`src/rtl/swap_datapath_if.sv`:
```
// Control, load and snapshot signals between the swap controller/consumer and swap_datapath.
// Handshake rule for both channels: a transfer happens on a rising clk edge where valid and
// ready are both 1; valid is not withdrawn by its producer before that edge, and ready may
// depend combinationally on the other side's signals (ld_ready does).
interface swap_datapath_if #(
  parameter int WIDTH = 8
);
  logic [2:0]       c;
  logic [2:0]       h;
  logic             done;
  logic             ld_valid;
  logic [1:0]       ld_sel;
  logic [WIDTH-1:0] ld_data;
  logic             ld_ready;
  logic             out_valid;
  logic             out_ready;
  logic [WIDTH-1:0] out_r0;
  logic [WIDTH-1:0] out_r1;
  logic [WIDTH-1:0] out_r2;

  modport master (
    output c, h, done, ld_valid, ld_sel, ld_data, out_ready,
    input  ld_ready, out_valid, out_r0, out_r1, out_r2
  );

  modport slave (
    input  c, h, done, ld_valid, ld_sel, ld_data, out_ready,
    output ld_ready, out_valid, out_r0, out_r1, out_r2
  );
endinterface

```
`src/rtl/swap_datapath.sv`:
```
// Three-register shared-bus datapath executing controller transfers, with external load port,
// snapshot publication on done, transfer counter and sticky error flags.
module swap_datapath #(
  parameter int WIDTH = 8,
  parameter int CNT_W = 8
) (
  input  logic             clk,
  input  logic             rst,
  swap_datapath_if.slave   bus,
  output logic [CNT_W-1:0] xfer_count_o,
  output logic             err_conflict_o,
  output logic             err_overrun_o
);

  logic [WIDTH-1:0] r_q [3];
  logic [WIDTH-1:0] r_d [3];
  logic [WIDTH-1:0] snap_q [3];
  logic [WIDTH-1:0] snap_d [3];
  logic             out_valid_q, out_valid_d;
  logic [CNT_W-1:0] cnt_q, cnt_d;
  logic             errc_q, errc_d;
  logic             erro_q, erro_d;

  logic             c_multi;
  logic             c_onehot;
  logic             xfer_legal;
  logic             ctl_illegal;
  logic             ld_rdy;
  logic             ld_fire;
  logic [WIDTH-1:0] bus_val;

  always_comb begin
    c_multi     = (bus.c[0] & bus.c[1]) | (bus.c[0] & bus.c[2]) | (bus.c[1] & bus.c[2]);
    c_onehot    = (|bus.c) & ~c_multi;
    xfer_legal  = c_onehot & (|bus.h);
    // Multi-source drive is always a fault; a load with nothing on the bus would float it.
    ctl_illegal = c_multi | ((bus.c == 3'b000) & (|bus.h));
    ld_rdy      = (bus.c == 3'b000) && (bus.h == 3'b000) && (bus.ld_sel != 2'd3);
    ld_fire     = bus.ld_valid & ld_rdy;
    case (bus.c)
      3'b001:  bus_val = r_q[0];
      3'b010:  bus_val = r_q[1];
      3'b100:  bus_val = r_q[2];
      default: bus_val = '0;
    endcase
  end

  // Every destination reads the pre-edge bus value, so fan-out copies see old contents.
  always_comb begin
    for (int j = 0; j < 3; j++) begin
      r_d[j] = r_q[j];
      if (xfer_legal && bus.h[j]) begin
        r_d[j] = bus_val;
      end else if (ld_fire && (bus.ld_sel == 2'(j))) begin
        r_d[j] = bus.ld_data;
      end
    end
  end

  always_comb begin
    cnt_d  = xfer_legal ? cnt_q + {{(CNT_W-1){1'b0}}, 1'b1} : cnt_q;
    errc_d = errc_q | ctl_illegal | (bus.ld_valid & (bus.ld_sel == 2'd3));
  end

  // Snapshot takes next-state register values so a transfer committing with done is included.
  always_comb begin
    snap_d      = snap_q;
    out_valid_d = out_valid_q;
    erro_d      = erro_q;
    if (bus.done) begin
      snap_d      = r_d;
      out_valid_d = 1'b1;
      if (out_valid_q && !bus.out_ready) begin
        erro_d = 1'b1;
      end
    end else if (out_valid_q && bus.out_ready) begin
      out_valid_d = 1'b0;
    end
  end

  always_ff @(posedge clk) begin
    if (!rst) begin
      for (int i = 0; i < 3; i++) begin
        r_q[i]    <= '0;
        snap_q[i] <= '0;
      end
      out_valid_q <= 1'b0;
      cnt_q       <= '0;
      errc_q      <= 1'b0;
      erro_q      <= 1'b0;
    end else begin
      for (int i = 0; i < 3; i++) begin
        r_q[i]    <= r_d[i];
        snap_q[i] <= snap_d[i];
      end
      out_valid_q <= out_valid_d;
      cnt_q       <= cnt_d;
      errc_q      <= errc_d;
      erro_q      <= erro_d;
    end
  end

  assign bus.ld_ready   = ld_rdy;
  assign bus.out_valid  = out_valid_q;
  assign bus.out_r0     = snap_q[0];
  assign bus.out_r1     = snap_q[1];
  assign bus.out_r2     = snap_q[2];
  assign xfer_count_o   = cnt_q;
  assign err_conflict_o = errc_q;
  assign err_overrun_o  = erro_q;

endmodule

```
`src/flat_wrapper.sv`:
```
// flat-port wrapper written by rule: the top's interface ports become plain ports
module swap_datapath_flat 
#(
  parameter int WIDTH = 8,
  parameter int CNT_W = 8
)
  (clk, rst, xfer_count_o, err_conflict_o, err_overrun_o, bus_c, bus_h, bus_done, bus_ld_valid, bus_ld_sel, bus_ld_data, bus_out_ready, bus_ld_ready, bus_out_valid, bus_out_r0, bus_out_r1, bus_out_r2);
  swap_datapath_if #(.WIDTH(WIDTH)) bus_i ();
  input  logic clk;
  input  logic rst;
  output logic [CNT_W-1:0] xfer_count_o;
  output logic err_conflict_o;
  output logic err_overrun_o;
  input wire logic [$bits(bus_i.c)-1:0] bus_c;
  input wire logic [$bits(bus_i.h)-1:0] bus_h;
  input wire logic [$bits(bus_i.done)-1:0] bus_done;
  input wire logic [$bits(bus_i.ld_valid)-1:0] bus_ld_valid;
  input wire logic [$bits(bus_i.ld_sel)-1:0] bus_ld_sel;
  input wire logic [$bits(bus_i.ld_data)-1:0] bus_ld_data;
  input wire logic [$bits(bus_i.out_ready)-1:0] bus_out_ready;
  output wire logic [$bits(bus_i.ld_ready)-1:0] bus_ld_ready;
  output wire logic [$bits(bus_i.out_valid)-1:0] bus_out_valid;
  output wire logic [$bits(bus_i.out_r0)-1:0] bus_out_r0;
  output wire logic [$bits(bus_i.out_r1)-1:0] bus_out_r1;
  output wire logic [$bits(bus_i.out_r2)-1:0] bus_out_r2;
  assign bus_i.c = bus_c;
  assign bus_i.h = bus_h;
  assign bus_i.done = bus_done;
  assign bus_i.ld_valid = bus_ld_valid;
  assign bus_i.ld_sel = bus_ld_sel;
  assign bus_i.ld_data = bus_ld_data;
  assign bus_i.out_ready = bus_out_ready;
  assign bus_ld_ready = bus_i.ld_ready;
  assign bus_out_valid = bus_i.out_valid;
  assign bus_out_r0 = bus_i.out_r0;
  assign bus_out_r1 = bus_i.out_r1;
  assign bus_out_r2 = bus_i.out_r2;
  swap_datapath #(.WIDTH(WIDTH), .CNT_W(CNT_W)) u_core (.clk(clk), .rst(rst), .bus(bus_i), .xfer_count_o(xfer_count_o), .err_conflict_o(err_conflict_o), .err_overrun_o(err_overrun_o));
endmodule
```
`config.mk`:
```
export PLATFORM = sky130hd
export DESIGN_NAME = swap_datapath_flat
export DESIGN_NICKNAME = d
export VERILOG_FILES = /design/src/rtl/swap_datapath_if.sv /design/src/rtl/swap_datapath.sv /design/src/flat_wrapper.sv
export SDC_FILE = /design/constraint.sdc
export NUM_CORES = 1
export LEC_CHECK = 0
export ABC_AREA = 1
export CAP_MARGIN = 20
export CORE_ASPECT_RATIO = 1.4
export CORE_UTILIZATION = 49
export CTS_BUF_LIST = sky130_fd_sc_hd__clkbuf_8
export CTS_CLUSTER_DIAMETER = 80
export CTS_CLUSTER_SIZE = 10
export DETAILED_ROUTE_END_ITERATION = 8
export GPL_ROUTABILITY_DRIVEN = 1
export PLACE_DENSITY_LB_ADDON = 0.08
export RECOVER_POWER = 25
export SLEW_MARGIN = 10
export SYNTH_ARGS = -nofsm -noshare
export SYNTH_HDL_FRONTEND = slang
export SYNTH_SLANG_ARGS = --single-unit
```
`constraint.sdc`:
```
create_clock -name clk -period 1.1 [get_ports clk]
set_input_delay 0.11 -clock clk [delete_from_list [all_inputs] [get_ports clk]]
set_output_delay 0.11 -clock clk [all_outputs]
set_load 0.02 [all_outputs]
```
==> impl_metrics.yaml, run 1 <==
drt:
  antenna_violating_nets_post_route: 0
  detail_route.drc_violations: 0
  firstDrtPassIters: 5
  met1_length_um: 3890
  routed_via_density: 5.62
  routed_wl_um: 10600
  top_signal_layer_used: "met4"
  routed-via-count: 3592
  average_routed_wire_per_standard_cell_um: 16.6
  routed-wl-met3_um: 691
  route.met2.wl_um: 5330
  drt_first_iter_violations: 305
pwr:
  power.internal_w: 0.00354
  power_frac_comb: 0.180
  cellLeakagePower_nw: 2.37
  power_frac_seq: 0.455
  max-vdd-ir-drop_uv: 851
  power.clock.fraction: 0.365
  fin_total_pwr_w: 0.00491
  netSwitchingFraction: 0.279
  p_per_area_nw_per_um2: 1020
  power_switching_w: 0.00137
synthesis:
  synth.most_common_cell: "sky130_fd_sc_hd__nand2_1"
  syn-instance-count: 456
  synth.top_cell.area_share: 0.386
  synth_flop_type: "sky130_fd_sc_hd__dfxtp_1"
  synth_sequential_area_ratio: 0.386
  synth_nets: 478
  synthDominantAreaCellType: "sky130_fd_sc_hd__dfxtp_1"
  synth_enable_flop_cells: 0
  asyncSetResetFlopFracSynth: 0
  yosys.cell_types.count: 27
  synth_top_cells_by_area: "sky130_fd_sc_hd__dfxtp_1 (39%), sky130_fd_sc_hd__nand2_1 (13%), sky130_fd_sc_hd__inv_1 (8.7%)"
  synth_top_cells_by_count: "sky130_fd_sc_hd__nand2_1 (106), sky130_fd_sc_hd__inv_1 (71), sky130_fd_sc_hd__dfxtp_1 (59), sky130_fd_sc_hd__nor2_1 (55), sky130_fd_sc_hd__nand3_1 (51)"
  postSynthRegisterBits: 59
  synth.cell_area_um2: 3060
  ys.warnings.count: 0
  syn-mean-instance-area_um2: 6.71
clocking:
  htree_num_levels: 3
  cts.clk_slew.worst_paths_ns: 0.06
  postCtsHoldBufs: 0
  clock_tree.root_cell: "sky130_fd_sc_hd__clkbuf_8"
  cts_sinks: 59
  worstSkewPairLatency_ns: 0.34
  tritoncts: "built"
  cts-buffers-inserted: 9
  clock_tree.buffer_depth: 2
place:
  post_dp_area_um2: 4040
  placedCellCount: 606
  detailedPlacementHpwl_um: 6540
  gp_congestion: 0.894
  buffer_ports.inserted: 56
  dpl_worst_slack_ns: -0.771
min_path:
  hold_path.class: "in -> reg"
die:
  fp.coreArea_um2: 5950
  floorplan.die.width_um: 68.8
  start_util: 0.515
  num_io_pins: 57
  die_height_um: 95.5
  floorplan.die_area_um2: 6570
  number_of_rows_created_at_floorplan: 33
timing:
  finalCritPeriodShare: 1.05
  hold_violations: 0
  rsz0062_at_grt: "yes"
  fmax_mhz: 867
  timing_max_transition_violations_final: 0
  worst_slew_pin_slew_ns: 0.353
  timing.final.ws_setup_ns: -0.0532
  final.min_clock_period_ns: 1.15
  setup_violations: 9
  worst_clock_skew_ns: 0.00844
  fin_tns_setup_ns: -0.285
  max_slew_margin: 0.764
grt:
  grt_pass1_wl_um: 15200
  groute.usage.overall: 0.318
  first_global_vias: 3327
  gr-total-overflow: 0
  antenna_found_initial: 0
  grt_max_degree: 50
outcome:
  violations: "negative setup slack"
  outcome: "complete, but fails checks"
cells_and_area:
  fraction_of_final_layout_cells_sized_beyond_drive_strength_1: 0.406
  area.growth.synth_to_final_pct: 56.6
  post_layout_nonfiller_instances: 639
  antenna-diode-count: 0
  design.final.nets: 587
  final_area_um2: 4790
setup_path:
  worstPathArrival_ns: 1.44
  worst_setup_path_end_kind: "register"
  critPathLaunchType: "register"
  timing_worst_setup_path_type: "reg -> reg"
  worst_ep_required_time_ns: 1.39
  critPathMaxFanout: 2
run:
  timing.max_cap.violations: 0
cells in the final DEF (no fill, tap or decap), types with 2 or more instances in the layout:
cell                              Yosys  layout
sky130_fd_sc_hd__o211ai_1             8       8
sky130_fd_sc_hd__nor2_4               1       6
sky130_fd_sc_hd__clkdlybuf4s50_1      0      11
sky130_fd_sc_hd__buf_12               0       8
sky130_fd_sc_hd__nor2_1              55      53
sky130_fd_sc_hd__dfxtp_1             59      49
sky130_fd_sc_hd__nand3_4              5      12
sky130_fd_sc_hd__nand2_1            106      77
sky130_fd_sc_hd__xor2_1               2       2
sky130_fd_sc_hd__nand2_2              4      24
sky130_fd_sc_hd__bufbuf_16            0       2
sky130_fd_sc_hd__nor2_2               4       2
sky130_fd_sc_hd__dfxtp_2              0       8
sky130_fd_sc_hd__nand3_2              2      32
sky130_fd_sc_hd__nand2_4              0       9
sky130_fd_sc_hd__o21ai_0              3       3
sky130_fd_sc_hd__dfxtp_4              0       2
sky130_fd_sc_hd__clkdlybuf4s15_2      0      12
sky130_fd_sc_hd__inv_2                4      10
sky130_fd_sc_hd__clkbuf_8             0      12
sky130_fd_sc_hd__buf_2                5      11
sky130_fd_sc_hd__inv_1               71      63
sky130_fd_sc_hd__clkinv_2             0       2
sky130_fd_sc_hd__a21oi_1             33      27
sky130_fd_sc_hd__clkbuf_2             0      16
sky130_fd_sc_hd__nand4_1             26      26
sky130_fd_sc_hd__buf_4                0      31
sky130_fd_sc_hd__nand3_1             51      14
sky130_fd_sc_hd__inv_4                0       2
sky130_fd_sc_hd__buf_6                2      18
sky130_fd_sc_hd__a21oi_2              0       6
sequential cells by signal, summed over array words and instances, names as in the netlist:
register               flops
u_core.bus.out_r1          8
u_core.bus.out_r0          8
u_core.err_overrun_o       1
u_core.bus.out_valid       1
u_core.bus.out_r2          8
u_core.err_conflict_o      1
u_core.r_q                24
u_core.xfer_count_o        8
repair_timing:
| item | 4_1_cts | 5_1_grt |
|---|---|---|
| pin swaps | 25 | 57 |
| gates cloned | 5 | 0 |
| setup buffers | 8 | 5 |
| gates resized for setup | 157 | 134 |
| hold endpoints to repair | 0 | 0 |
| setup endpoints to repair | 92 | 64 |
metal layers:
metal / track usage / vias to the layer above
met1: 0.339 / 1662
li1: - / 1689
met3: 0.0766 / 65
met5: 0 / -
met4: 0.223 / 0
met2: 0.535 / 176
per-stage QoR:
| step | util | hold slack, ns |
|---|---|---|
| 2_1_floorplan | - | 0.223 |
| 3_3_place_gp | 0.680 | 0.450 |
| 3_5_place_dp | 0.680 | 0.457 |
| 4_1_cts | 0.751 | 0.303 |
| 5_1_grt | 0.806 | 0.279 |
| 6_report | 0.806 | 0.277 |
kinds of logic (layout without fill, tap and decap cells):
kind of cell,after synthesis,in the layout,share of synthesized area
AND/OR/NAND/NOR,257,258,0.401
adder cells (fa/ha/maj),1,1,0.00409
AO/OA/AOI/OAI,46,46,0.0830
flip-flops,59,59,0.386
buffers and inverters,90,202,0.117
XOR/XNOR,3,3,0.00859
critical path, stage by stage, from the launching register on:
cell,delay [ns]
sky130_fd_sc_hd__dfxtp_2,0.32
sky130_fd_sc_hd__inv_2,0.05
sky130_fd_sc_hd__o211ai_1,0.32
sky130_fd_sc_hd__buf_4,0.20
sky130_fd_sc_hd__nand2_4,0.06
sky130_fd_sc_hd__nand3_4,0.07
sky130_fd_sc_hd__nand2_1,0.05
sky130_fd_sc_hd__inv_1,0.04
worst paths after layout:
kind	from	endpoint	slack, ns	depth (start not counted)
worst max-delay path	u_core.r_q[0][4]$_SDFF_PN0_	u_core.bus.out_r0[4]$_SDFFE_PN0P_	-0.05	7
worst max register to register	u_core.r_q[0][4]$_SDFF_PN0_	u_core.bus.out_r0[4]$_SDFFE_PN0P_	-0.05	7
worst min-delay path	bus_ld_sel[1]	u_core.err_conflict_o$_SDFF_PN0_	0.28	4
worst min register to register	u_core.err_overrun_o$_SDFFE_PN0P_	u_core.err_overrun_o$_SDFFE_PN0P_	0.48	1
power groups by stage:
stage	Sequential, W	Combinational (W)	Clock, W
5_1_grt	0.00224	0.000950	0.00190
3_3_place_gp	0.00228	0.000774	0
3_5_place_dp	0.00228	0.000781	0
2_1_floorplan	0.00234	0.000310	0
6_report	0.00223	0.000883	0.00179
4_1_cts	0.00223	0.000820	0.00182
layout make-up:
type	count	area, um^2
clock buffers	12	165
fillers	436	1150
flip-flops and latches	59	1200
well taps	70	87.6
multi-input cells	308	1960
clock inverters	3	13.8
inverters	75	294
repair buffers	112	1070
Note: power is estimated with default switching activity, not from simulation.
==> run 2, diff against run 1 <==
- MAX_ROUTING_LAYER: default -> met4
==> run 2 against run 1 <==
  * The run still ends with negative setup slack left
  * Worst setup slack got worse by 0.014 ns
  * Cell area fell by 6.6%
  * Largest cell class unchanged
  * Combinational power fell by 8.7%
  * Final cell count fell by 0.78%
  * Non-clock buffer count fell by 5
  * Via count fell by 5.0%
  * Critical path depth did not move
==> impl_metrics.yaml, run 2 (synthesis gave the netlist of run 1 again) <==
setup_path:
  worstPathArrival_ns: 1.46
  worst_path_max_delay_cell: "sky130_fd_sc_hd__o211ai_1"
  path_cells: "inv_2, o211ai_1, buf_4, nand2_2, nand3_2, nand2_1, inv_1"
  regToRegSetupSlack_ns: -0.07
  critical_path.max_stage_delay_ns: 0.35
  critPathLaunchType: "register"
  worst_setup_path_end_kind: "register"
  critPathMaxFanout: 2
  worst_ep_required_time_ns: 1.39
  timing_worst_setup_path_type: "reg -> reg"
clocking:
  clock_tree.root_cell: "sky130_fd_sc_hd__clkbuf_8"
  cts_sinks: 59
  cts.clk_slew.worst_paths_ns: 0.07
  clock_tree.buffer_depth: 2
  postCtsHoldBufs: 0
  cts-buffers-inserted: 9
  tritoncts: "built"
  worstSkewPairLatency_ns: 0.33
  htree_num_levels: 3
cells_and_area:
  multi_input_area_um2: 1800
  antenna-diode-count: 0
  final_common_cell: "sky130_fd_sc_hd__nand2_1"
  largest_register_ff_count: 24
  area.sequential_um2: 1200
  fraction_of_final_layout_cells_sized_beyond_drive_strength_1: 0.355
  mostFrequentLayoutCells: "sky130_fd_sc_hd__nand2_1 (80), sky130_fd_sc_hd__inv_1 (62), sky130_fd_sc_hd__nor2_1 (52)"
  n_fill_cell: 481
  top_register: "u_core.r_q"
  post_layout_nonfiller_instances: 634
  design.final.nets: 581
  utilization: 0.753
  area.growth.synth_to_final_pct: 46.3
pwr:
  cellLeakagePower_nw: 2.20
  max-vdd-ir-drop_uv: 772
  p_per_area_nw_per_um2: 1110
timing:
  worst_slew_pin_slew_ns: 0.384
  hold_violations: 0
  final.min_clock_period_ns: 1.17
  max_slew_margin: 0.743
  fmax_mhz: 856
  timing.final.ws_setup_ns: -0.0677
  rsz0062_at_grt: "yes"
  worst_clock_skew_ns: 0.00601
  hold-worst-slack_ns: 0.258
  fin_tns_setup_ns: -0.369
  finalCritPeriodShare: 1.06
  timing_max_transition_violations_final: 0
  setup_violations: 8
grt:
  groute.usage.overall: 0.315
  first_global_vias: 3285
  antenna_found_initial: 0
  gr-total-overflow: 0
  grt_pass1_wl_um: 14500
  grt_max_degree: 31
place:
  detailedPlacementHpwl_um: 6690
  placedCellCount: 607
  buffer_ports.inserted: 56
  gp_congestion: 0.946
die:
  floorplan.die_area_um2: 6570
  floorplan.die.width_um: 68.8
  number_of_rows_created_at_floorplan: 33
  start_util: 0.515
  fp.coreArea_um2: 5950
  num_io_pins: 57
  die_height_um: 95.5
drt:
  routed_wl_um: 9750
  average_routed_wire_per_standard_cell_um: 15.4
  detail_route.drc_violations: 0
  firstDrtPassIters: 5
  antenna_violating_nets_post_route: 0
  routed_via_density: 5.38
  drt_first_iter_violations: 174
  routed-via-count: 3412
run:
  timing.max_cap.violations: 0
outcome:
  violations: "negative setup slack"
  outcome: "complete, but fails checks"
min_path:
  hold_path.class: "in -> reg"
-- run 2: cell types whose count changed in the layout (fill, tap and decap cells not counted), sizes merged, moves of 2 or more --
cell | previous run | this run
clkbuf | 28 | 36
clkdlybuf4s15 | 13 | 5
buf | 69 | 64
bufbuf | 2 | 0
clkdlybuf4s50 | 11 | 9
dlygate4sd3 | 0 | 2
-- run 2: worst paths after layout --
| check | start | end | cells after the start |
|---|---|---|---|
| worst max-delay path | u_core.r_q[0][6]$_SDFF_PN0_ | u_core.bus.out_r2[6]$_SDFFE_PN0P_ | 7 |
| worst min-delay path | bus_ld_sel[1] | u_core.err_conflict_o$_SDFF_PN0_ | 4 |
| worst max register to register | u_core.r_q[0][6]$_SDFF_PN0_ | u_core.bus.out_r2[6]$_SDFFE_PN0P_ | 7 |
| worst min register to register | u_core.err_overrun_o$_SDFFE_PN0P_ | u_core.err_overrun_o$_SDFFE_PN0P_ | 1 |
-- run 2: where the power goes --
group          internal [W]  switching [W]
Combinational      0.000319       0.000487
Clock               0.00109       0.000871
Sequential          0.00219      0.0000375
-- run 2: metal layers --
metal | up-vias | wire length (um) | track usage
li1 | 1676 | - | -
met1 | 1569 | 3740 | 0.318
met2 | 124 | 5000 | 0.544
met3 | 43 | 526 | 0.0646
met4 | 0 | 478 | 0.184
met5 | - | 0 | -
-- run 2: critical path, delay by kind of cell, from the launching register on --
family                 cells  cell delay, ns
flip-flops                 1            0.32
buffers and inverters      3            0.28
AO/OA/AOI/OAI              1            0.35
AND/OR/NAND/NOR            3            0.17
-- run 2: repair_timing --
| action | 4_1_cts | 5_1_grt |
|---|---|---|
| cloned | 0 | 1 |
| setup endpoints to repair | 92 | 79 |
| gates resized for setup | 144 | 108 |
| setup buffers | 5 | 6 |
| pin swaps | 23 | 38 |
-- run 2: area by class of cell --
class                   instances  share of cell area
inverters                      75              0.0651
flip-flops and latches         59               0.269
well taps                      70              0.0196
clock inverters                 6              0.0126
multi-input cells             307               0.402
repair buffers                107               0.202
clock buffers                  10              0.0307
-- run 2: metrics by stage --
stage	area [um^2]	worst slack, ns	total power (W)
after CTS	4370	0.000870	0.00499
after global routing	4480	-0.129	0.00522
after floorplan	3080	-0.0282	0.00265
final	4480	-0.0677	0.00499
after detailed placement	4050	-0.834	0.00306
after global placement	4050	-0.780	0.00305
==> run 3, diff against run 2 <==
- CORE_UTILIZATION: 49 -> 40
- GPL_TIMING_DRIVEN: default -> 0
==> run 3 against run 2 <==
  * The flow now finishes without violations
  * Clock-buffer cell count is 1 higher
  * Combinational power is 10% lower
  * Sequential power hardly changed
  * Final cell count is 0.63% higher
  * Core utilization is 17 points lower
  * Maximum frequency is 6.2% higher
  * Hold slack worse by 0.16 ns
  * Register-to-register slack better by 0.08 ns
  * Die area is 22% higher
  * Critical endpoint is now u_core.bus.out_r2[1]$_SDFFE_PN0P_
  * Largest power group unchanged
  * Highest routed layer unchanged
==> impl_metrics.yaml, run 3 (synthesis gave the netlist of run 1 again) <==
outcome:
  outcome: "completed"
timing:
  hold_violations: 0
  final.min_clock_period_ns: 1.10
  finalCritPeriodShare: 0.999
  rsz0062_at_grt: "yes"
  fmax_mhz: 910
  timing_max_transition_violations_final: 0
  worst_clock_skew_ns: 0.00894
  hold-worst-slack_ns: 0.103
  max_slew_margin: 0.611
  worst_slew_pin_slew_ns: 0.583
  setup_violations: 0
place:
  post_dp_area_um2: 3740
  placedCellCount: 607
  gp_congestion: 0.952
  detailedPlacementHpwl_um: 6700
  buffer_ports.inserted: 54
die:
  number_of_rows_created_at_floorplan: 37
  floorplan.die_area_um2: 8010
  die_height_um: 105
  start_util: 0.416
  num_io_pins: 57
  floorplan.die.width_um: 75.9
  fp.coreArea_um2: 7360
cells_and_area:
  antenna-diode-count: 0
  post_layout_nonfiller_instances: 638
  final_area_um2: 4310
  mostFrequentLayoutCells: "sky130_fd_sc_hd__nand2_1 (83), sky130_fd_sc_hd__inv_1 (65), sky130_fd_sc_hd__nor2_1 (53)"
  fraction_of_final_layout_cells_sized_beyond_drive_strength_1: 0.323
  top_register: "u_core.r_q"
  utilization: 0.585
  largest_register_ff_count: 24
  area.growth.synth_to_final_pct: 40.8
  design.final.nets: 559
  final_common_cell: "sky130_fd_sc_hd__nand2_1"
clocking:
  clock_tree.root_cell: "sky130_fd_sc_hd__clkbuf_8"
  cts.clk_slew.worst_paths_ns: 0.06
  cts-buffers-inserted: 9
  htree_num_levels: 3
  postCtsHoldBufs: 0
  worstSkewPairLatency_ns: 0.35
  clock_tree.buffer_depth: 2
  tritoncts: "built"
  cts_sinks: 59
drt:
  average_routed_wire_per_standard_cell_um: 15.4
  antenna_violating_nets_post_route: 0
  detail_route.drc_violations: 0
  routed_wl_um: 9830
  drt_first_iter_violations: 219
  routed-via-count: 3306
  firstDrtPassIters: 5
  routed_via_density: 5.18
min_path:
  min_to: "u_core.err_conflict_o$_SDFF_PN0_"
  min_path_cells: 3
  hold_path.class: "in -> reg"
  hold_path.startpoint: "bus_ld_sel[1]"
pwr:
  p_per_area_nw_per_um2: 1150
  max-vdd-ir-drop_uv: 676
  cellLeakagePower_nw: 2.03
grt:
  first_global_vias: 3023
  grt_max_degree: 11
  gr-total-overflow: 0
  antenna_found_initial: 0
  grt_pass1_wl_um: 14600
  groute.usage.overall: 0.246
setup_path:
  reg2reg_depth: 6
  worst_ep_required_time_ns: 1.35
  worst_setup_path_end_kind: "register"
  r2r-end: "u_core.xfer_count_o[3]$_SDFFE_PN0P_"
  worstPathArrival_ns: 1.35
  rr_startpoint: "u_core.xfer_count_o[1]$_SDFFE_PN0P_"
  regToRegSetupSlack_ns: 0.01
  first_element_of_the_critical_path: "bus_ld_valid"
  timing_worst_setup_path_type: "in -> reg"
  critPathLaunchType: "input pin"
  critPathMaxFanout: 10
run:
  timing.max_cap.violations: 0
-- run 3: cell types whose count changed in the layout (fill, tap and decap cells not counted), sizes merged, moves of 2 or more --
cell / before / now
clkinv: 3 / 1
dlygate4sd3: 2 / 0
buf: 64 / 40
clkbuf: 36 / 33
clkdlybuf4s15: 5 / 12
-- run 3: worst max path at each step --
stage	endpoint	slack (ns)	cells after the start
detailed placement	bus_ld_ready	-0.97	6
global route	u_core.xfer_count_o[4]$_SDFFE_PN0P_	-0.09	6
floorplan	u_core.bus.out_r0[7]$_SDFFE_PN0P_	-0.03	9
finish	u_core.bus.out_r2[1]$_SDFFE_PN0P_	0.0006	7
CTS	u_core.xfer_count_o[4]$_SDFFE_PN0P_	-0.05	6
global placement	bus_ld_ready	-0.95	6
-- run 3: through the flow --
step | setup TNS, ns | power [W] | setup slack, ns
after global placement | -42.03 | 0.00295 | -0.950
after global routing | -0.917 | 0.00514 | -0.0911
after detailed placement | -42.79 | 0.00296 | -0.970
after floorplan | -0.249 | 0.00265 | -0.0282
final | 0 | 0.00495 | 0.000605
after CTS | -0.0861 | 0.00493 | -0.0511
-- run 3: area by class of cell --
| class | count | area [um^2] |
|---|---|---|
| tap | 97 | 121 |
| buffer | 15 | 86.3 |
| clock buffer | 11 | 151 |
| sequential | 59 | 1200 |
| clock inverter | 4 | 42.5 |
| inverter | 75 | 299 |
| multi-input combinational | 308 | 1850 |
| fill | 734 | 3050 |
| timing repair buffer | 69 | 561 |
-- run 3: where the power goes --
part | total (W) | internal (W) | switching (W)
Combinational | 0.000725 | 0.000246 | 0.000480
Sequential | 0.00223 | 0.00219 | 0.0000352
Clock | 0.00200 | 0.00114 | 0.000862
-- run 3: what timing repair did --
| item | 4_1_cts | 5_1_grt |
|---|---|---|
| setup buffers | 7 | 7 |
| cloned | 1 | 1 |
| resized for setup | 163 | 108 |
| pin swaps | 17 | 51 |
| setup endpoints to repair | 94 | 61 |
-- run 3: critical path: stages --
cell and delay, ns:
sky130_fd_sc_hd__buf_2 0.27, sky130_fd_sc_hd__clkbuf_1 0.37, sky130_fd_sc_hd__nand4_1 0.26, sky130_fd_sc_hd__nand3_2 0.16
sky130_fd_sc_hd__nand3_2 0.07, sky130_fd_sc_hd__nand2_1 0.07, sky130_fd_sc_hd__inv_1 0.03
-- run 3: metal layers --
layer	global-route usage	vias to the layer above	part of all wire
li1	-	1633	-
met1	0.271	1512	0.40
met4	0.163	0	0.060
met2	0.409	119	0.50
met3	0.0407	42	0.045
met5	-	-	0
